--- src/rtl/edge_event_pkg.sv ---
// Shared types and helpers for the multi-channel edge event unit.
package edge_event_pkg;

    typedef enum logic [1:0] {
        e_off  = 2'b00,
        e_rise = 2'b01,
        e_fall = 2'b10,
        e_both = 2'b11
    } t_edge_mode;

    typedef enum logic {
        e_stable = 1'b0,
        e_pend   = 1'b1
    } t_filt_state;

    // True when a toggle away from old_lvl counts as an event under mode.
    function automatic logic edge_qualifies(input t_edge_mode mode, input logic old_lvl);
        case (mode)
            e_rise:  return !old_lvl;
            e_fall:  return old_lvl;
            e_both:  return 1'b1;
            default: return 1'b0;
        endcase
    endfunction

endpackage

--- src/rtl/edge_event_chan.sv ---
// One input channel: synchroniser, glitch filter, edge pulse, sticky flag
// and saturating event counter.
module edge_event_chan
    import edge_event_pkg::*;
#(
    parameter int SYNC_STAGES = 2,
    parameter int FILT_CYC    = 4,
    parameter int CNT_W       = 8
) (
    input  logic             i_clk,
    input  logic             i_rst_n,
    input  logic             i_lvl,
    input  t_edge_mode       i_mode,
    input  logic             i_clr,
    output logic             o_lvl,
    output logic             o_edge,
    output logic             o_pending,
    output logic [CNT_W-1:0] o_count
);

    localparam int FILT_W = $clog2(FILT_CYC + 1);
    localparam logic [FILT_W-1:0] FILT_LAST = FILT_W'(FILT_CYC - 1);

    logic [SYNC_STAGES-1:0] sync_q;
    logic                   s;
    t_filt_state            state;
    logic [FILT_W-1:0]      filt_cnt;
    logic                   toggle;
    logic                   event_now;

    // NOTE: sequential state uses non-blocking assignments so every flop samples pre-edge values.
    always_ff @(posedge i_clk or negedge i_rst_n) begin
        if (!i_rst_n) begin
            sync_q <= '0;
        end else begin
            sync_q <= {sync_q[SYNC_STAGES-2:0], i_lvl};
        end
    end

    assign s = sync_q[SYNC_STAGES-1];

    // NOTE: defaults first so every path assigns every output (no latch inferred).
    always_comb begin
        toggle    = 1'b0;
        event_now = 1'b0;
        if (s != o_lvl) begin
            case (state)
                e_stable: toggle = (FILT_CYC == 1);
                e_pend:   toggle = (filt_cnt == FILT_LAST);
                default:  toggle = 1'b0;
            endcase
        end
        event_now = toggle && edge_qualifies(i_mode, o_lvl);
    end

    // Filter FSM: a new level is accepted only after FILT_CYC consecutive
    // differing samples; any return to o_lvl restarts the count.
    always_ff @(posedge i_clk or negedge i_rst_n) begin
        if (!i_rst_n) begin
            state    <= e_stable;
            filt_cnt <= '0;
            o_lvl    <= 1'b0;
        end else if (s == o_lvl) begin
            state    <= e_stable;
            filt_cnt <= '0;
        end else if (toggle) begin
            o_lvl    <= !o_lvl;
            state    <= e_stable;
            filt_cnt <= '0;
        end else begin
            state    <= e_pend;
            filt_cnt <= filt_cnt + 1'b1;
        end
    end

    // A new event beats a simultaneous clear for both flag and counter.
    always_ff @(posedge i_clk or negedge i_rst_n) begin
        if (!i_rst_n) begin
            o_edge    <= 1'b0;
            o_pending <= 1'b0;
            o_count   <= '0;
        end else begin
            o_edge <= event_now;
            if (event_now) begin
                o_pending <= 1'b1;
            end else if (i_clr) begin
                o_pending <= 1'b0;
            end
            if (i_clr) begin
                o_count <= CNT_W'(event_now);
            end else if (event_now && (o_count != '1)) begin
                o_count <= o_count + 1'b1;
            end
        end
    end

endmodule

--- src/rtl/edge_event_unit.sv ---
// N_CH independent edge event channels with an aggregated interrupt.
module edge_event_unit
    import edge_event_pkg::*;
#(
    parameter int N_CH        = 4,
    parameter int SYNC_STAGES = 2,
    parameter int FILT_CYC    = 4,
    parameter int CNT_W       = 8
) (
    input  logic                  i_clk,
    input  logic                  i_rst_n,
    input  logic [N_CH-1:0]       i_lvl,
    input  logic [2*N_CH-1:0]     i_mode,
    input  logic [N_CH-1:0]       i_clr,
    input  logic [N_CH-1:0]       i_irq_en,
    output logic [N_CH-1:0]       o_lvl,
    output logic [N_CH-1:0]       o_edge,
    output logic [N_CH-1:0]       o_pending,
    output logic [N_CH*CNT_W-1:0] o_count,
    output logic                  o_irq
);

    genvar k;
    generate
        for (k = 0; k < N_CH; k++) begin : g_chan
            edge_event_chan #(
                .SYNC_STAGES(SYNC_STAGES),
                .FILT_CYC   (FILT_CYC),
                .CNT_W      (CNT_W)
            ) u_chan (
                .i_clk    (i_clk),
                .i_rst_n  (i_rst_n),
                .i_lvl    (i_lvl[k]),
                .i_mode   (t_edge_mode'(i_mode[2*k +: 2])),
                .i_clr    (i_clr[k]),
                .o_lvl    (o_lvl[k]),
                .o_edge   (o_edge[k]),
                .o_pending(o_pending[k]),
                .o_count  (o_count[k*CNT_W +: CNT_W])
            );
        end
    endgenerate

    assign o_irq = |(o_pending & i_irq_en);

endmodule

--- config.mk ---
export PLATFORM = sky130hd
export DESIGN_NAME = edge_event_unit
export DESIGN_NICKNAME = d
export VERILOG_FILES = /design/src/rtl/edge_event_pkg.sv /design/src/rtl/edge_event_chan.sv /design/src/rtl/edge_event_unit.sv
export SDC_FILE = /design/constraint.sdc
export NUM_CORES = 1
export LEC_CHECK = 0
export ABC_CLOCK_PERIOD_IN_PS = 1650
export CELL_PAD_IN_SITES_DETAIL_PLACEMENT = 1
export CELL_PAD_IN_SITES_GLOBAL_PLACEMENT = 2
export CORE_MARGIN = 2
export CORE_UTILIZATION = 29
export DETAILED_ROUTE_END_ITERATION = 8
export PLACE_DENSITY_LB_ADDON = 0.15
export SYNTH_ARGS = -nofsm -noshare
export SYNTH_HDL_FRONTEND = slang
export SYNTH_SLANG_ARGS = --single-unit
--- constraint.sdc ---
create_clock -name i_clk -period 1.65 [get_ports i_clk]
set_input_delay 0.33 -clock i_clk [delete_from_list [all_inputs] [get_ports i_clk]]
set_output_delay 0.33 -clock i_clk [all_outputs]
set_load 0.05 [all_outputs]
==> impl_metrics.toml <==
[global_routing]
antenna_found_initial = 0
grt_pass1_vias = 3015
grt_max_degree = 69
grt_pass1_wl_um = 14300
grt_overflow_total = 0
gr-usage-all-layers = 0.141

[synth]
synth.avg_cell_area_um2 = 10.2
synth_top_area_share = 0.515
synth_most_common_cell = "dfrtp_1"
synth_area_leaders = "dfrtp_1 (52%), ha_1 (4.5%), mux2_2 (3.4%)"
synth_cells = 323
synth-async-reset-ratio = 1.00
ys.warnings.count = 0
synth-edff-count = 0
synth-seq-cells = 68
yosysUniqueCellTypes = 46
synth.largest_area_cell = "dfrtp_1"
synth_common_cells = "dfrtp_1 (68), nor2_1 (26), inv_1 (19), nand2_1 (19), nor3_1 (16)"
synth_area_um2 = 3300
synthFlopType = "dfrtp_1"
synth_nets = 357
seq_area_frac_synth = 0.515

[detailed_routing]
drt-wirelength-per-cell_um = 14.7
drc = 0
first_iter_violations = 58
via_count = 2820
drt_wl_total_um = 8440
ant_nets = 0
first_pass_iters = 4
routed_via_density = 4.92

[timing]
tns_ns = -0.0200
period_minus_slack_ns = 1.66
fin_worst_skew_ns = 0.00761
final.period_utilization = 1.01
rsz0062_at_grt = "yes"
clock.fmax_mhz = 601
finalSetupViolations = 2
setup_ws_ns = -0.0126
max_slew_margin = 0.675
slew_viol_final = 0
worst_pin_slew_ns = 0.486
hold_slack_ns = -0.0114
hold_viol = 3

[worst_setup_path]
path_common_cell = "ha_4"
crit_arrival_ns = 1.91
endpoint_kind = "flip-flop"
worst-setup-path-type = "flip-flop to flip-flop"
cp_top_family = "simple AND/OR/NAND/NOR gates"
critPathSlowestCell = "or4_4"
cp_cell_sequence = "ha_4 -> ha_4 -> nand2_4 -> a21o_4 -> or4_4 -> a21oi_2"
timing.critical_path.buf_inv = 0
crit_path_max_incr_delay_ns = 0.51
startpoint_type = "flip-flop"
cp_max_fo = 5
worstPathRequired_ns = 1.89

[layout]
antenna_cells = 0
fin_area_um2 = 5240
drive_gt1_frac = 0.439
final_cells = 573
synthToLayoutAreaGrowth_pct = 58.8
nNetsFinal = 462

[place]
portBuffers = 66
hpwl_um = 6010
place_ws_ns = -0.354
dpl.cell_count = 553
placed_area_um2 = 4640
globalplace.congestion = 0.763

[floorplanning]
die_h_um = 111
start_util = 0.301
num_io_pins = 67
core_area_um2 = 11000
die_w_um = 111
die_area_um2 = 12300
num_rows = 38

[cts]
clk_pin_slew_ns = 0.05
cts_tree = "built"
clock-sinks = 68
clk_latency_ns = 0.32
h-tree-depth = 3
cts-root-buf = "clkbuf_16"
clk_path_buf_depth = 2
cts_buffers = 9

[pwr]
power_mw = 5.37
vdd_drop_max_uv = 694
power.density_cell_area_nw_per_um2 = 1020
p_leak_nw = 2.18

[run_status]
status = "complete, but fails checks"
violations = "negative hold slack, negative setup slack"

[worst_hold_path]
hold_class = "primary input to async pin"

[job]
max_cap_viol_count = 0
power breakdown:
part           switching (mW)  internal (mW)
sequential              0.144           1.91
combinational           0.734          0.694
clock                   0.680           1.21
total                    1.56           3.81
registers in the layout (all words and copies together) (netlist names):
register and count:
g_chan.u_chan.o_lvl 4, g_chan.u_chan.sync_q 8, g_chan.u_chan.o_pending 4, g_chan.u_chan.filt_cnt 12
g_chan.u_chan.o_count 32, g_chan.u_chan.state 4, g_chan.u_chan.o_edge 4
cell usage in the layout, fill, tap and decap left out, drive strengths merged, types with 6 or more instances in the layout:
| master | n |
|---|---|
| mux2 | 10 |
| nand4 | 6 |
| nand2 | 19 |
| o21ai | 12 |
| a21oi | 15 |
| nor2b | 9 |
| nand3b | 10 |
| nor3 | 16 |
| dfrtp | 68 |
| nand3 | 13 |
| clkdlybuf4s50 | 20 |
| clkbuf | 12 |
| buf | 95 |
| nor2 | 26 |
| inv | 19 |
| ha | 12 |
what timing repair did:
| action | 4_1_cts | 5_1_grt |
|---|---|---|
| hold buffers | 0 | 0 |
| setup buffers | 2 | 2 |
| endpoints found under the setup margin | 24 | 24 |
| pin swaps | 14 | 14 |
| resized for setup | 20 | 36 |
cells by family (layout without fill, tap and decap cells):
family / Yosys count / in the layout / synth area share
DFF: 68 / 68 / 0.515
and+or+nand+nor: 128 / 128 / 0.210
adders and majority gates: 12 / 12 / 0.0455
AOI/OAI and AO/OA: 58 / 58 / 0.117
buffers and inverters: 42 / 152 / 0.0644
xor gates and xnor gates: 4 / 4 / 0.0106
muxes: 11 / 11 / 0.0371
worst register-to-register path, stage by stage (launching register included):
cell     delay [ns]
dfrtp_1        0.40
ha_4           0.16
ha_4           0.13
nand2_4        0.04
a21o_4         0.20
or4_4          0.51
a21oi_2        0.15
metal layers:
metal / share of wire / up-vias / GRT usage
met5: 0 / - / 0
met4: 0.0092 / 0 / 0.0500
met3: 0.025 / 6 / 0.0262
met2: 0.52 / 38 / 0.245
met1: 0.44 / 1418 / 0.175
li1: - / 1358 / -
layout make-up:
type,count,area [um^2]
clock buffers,12,246
clock inverters,4,48.8
fillers,1196,5740
inverters,21,85.1
multi-input cells,213,1700
flip-flops and latches,68,1730
well taps,140,175
repair buffers,115,1260
path summary, 6_finish.rpt:
check                           slack [ns]  cells after the start                          from                           to
worst max-delay path                 -0.01                      6  g_chan[0].u_chan.filt_cnt[0]  g_chan[0].u_chan.o_count[4]
worst min-delay path                 -0.01                      2                       i_rst_n  g_chan[0].u_chan.o_count[6]
worst max register to register       -0.01                      6  g_chan[0].u_chan.filt_cnt[0]  g_chan[0].u_chan.o_count[4]
worst min register to register        0.35                      0    g_chan[1].u_chan.sync_q[0]   g_chan[1].u_chan.sync_q[1]
max in group asynchronous             1.28                      2                       i_rst_n  g_chan[0].u_chan.o_count[1]
min in group i_clk                    0.35                      0    g_chan[1].u_chan.sync_q[0]   g_chan[1].u_chan.sync_q[1]
stage by stage:
step	utilization	hold slack, ns
detailed placement	0.422	0.336
CTS	0.460	0.0211
global placement	0.422	0.335
floorplan	-	0.0344
finish	0.477	-0.0114
global route	0.477	0.0394
Note: power is estimated with default switching activity, not from simulation.
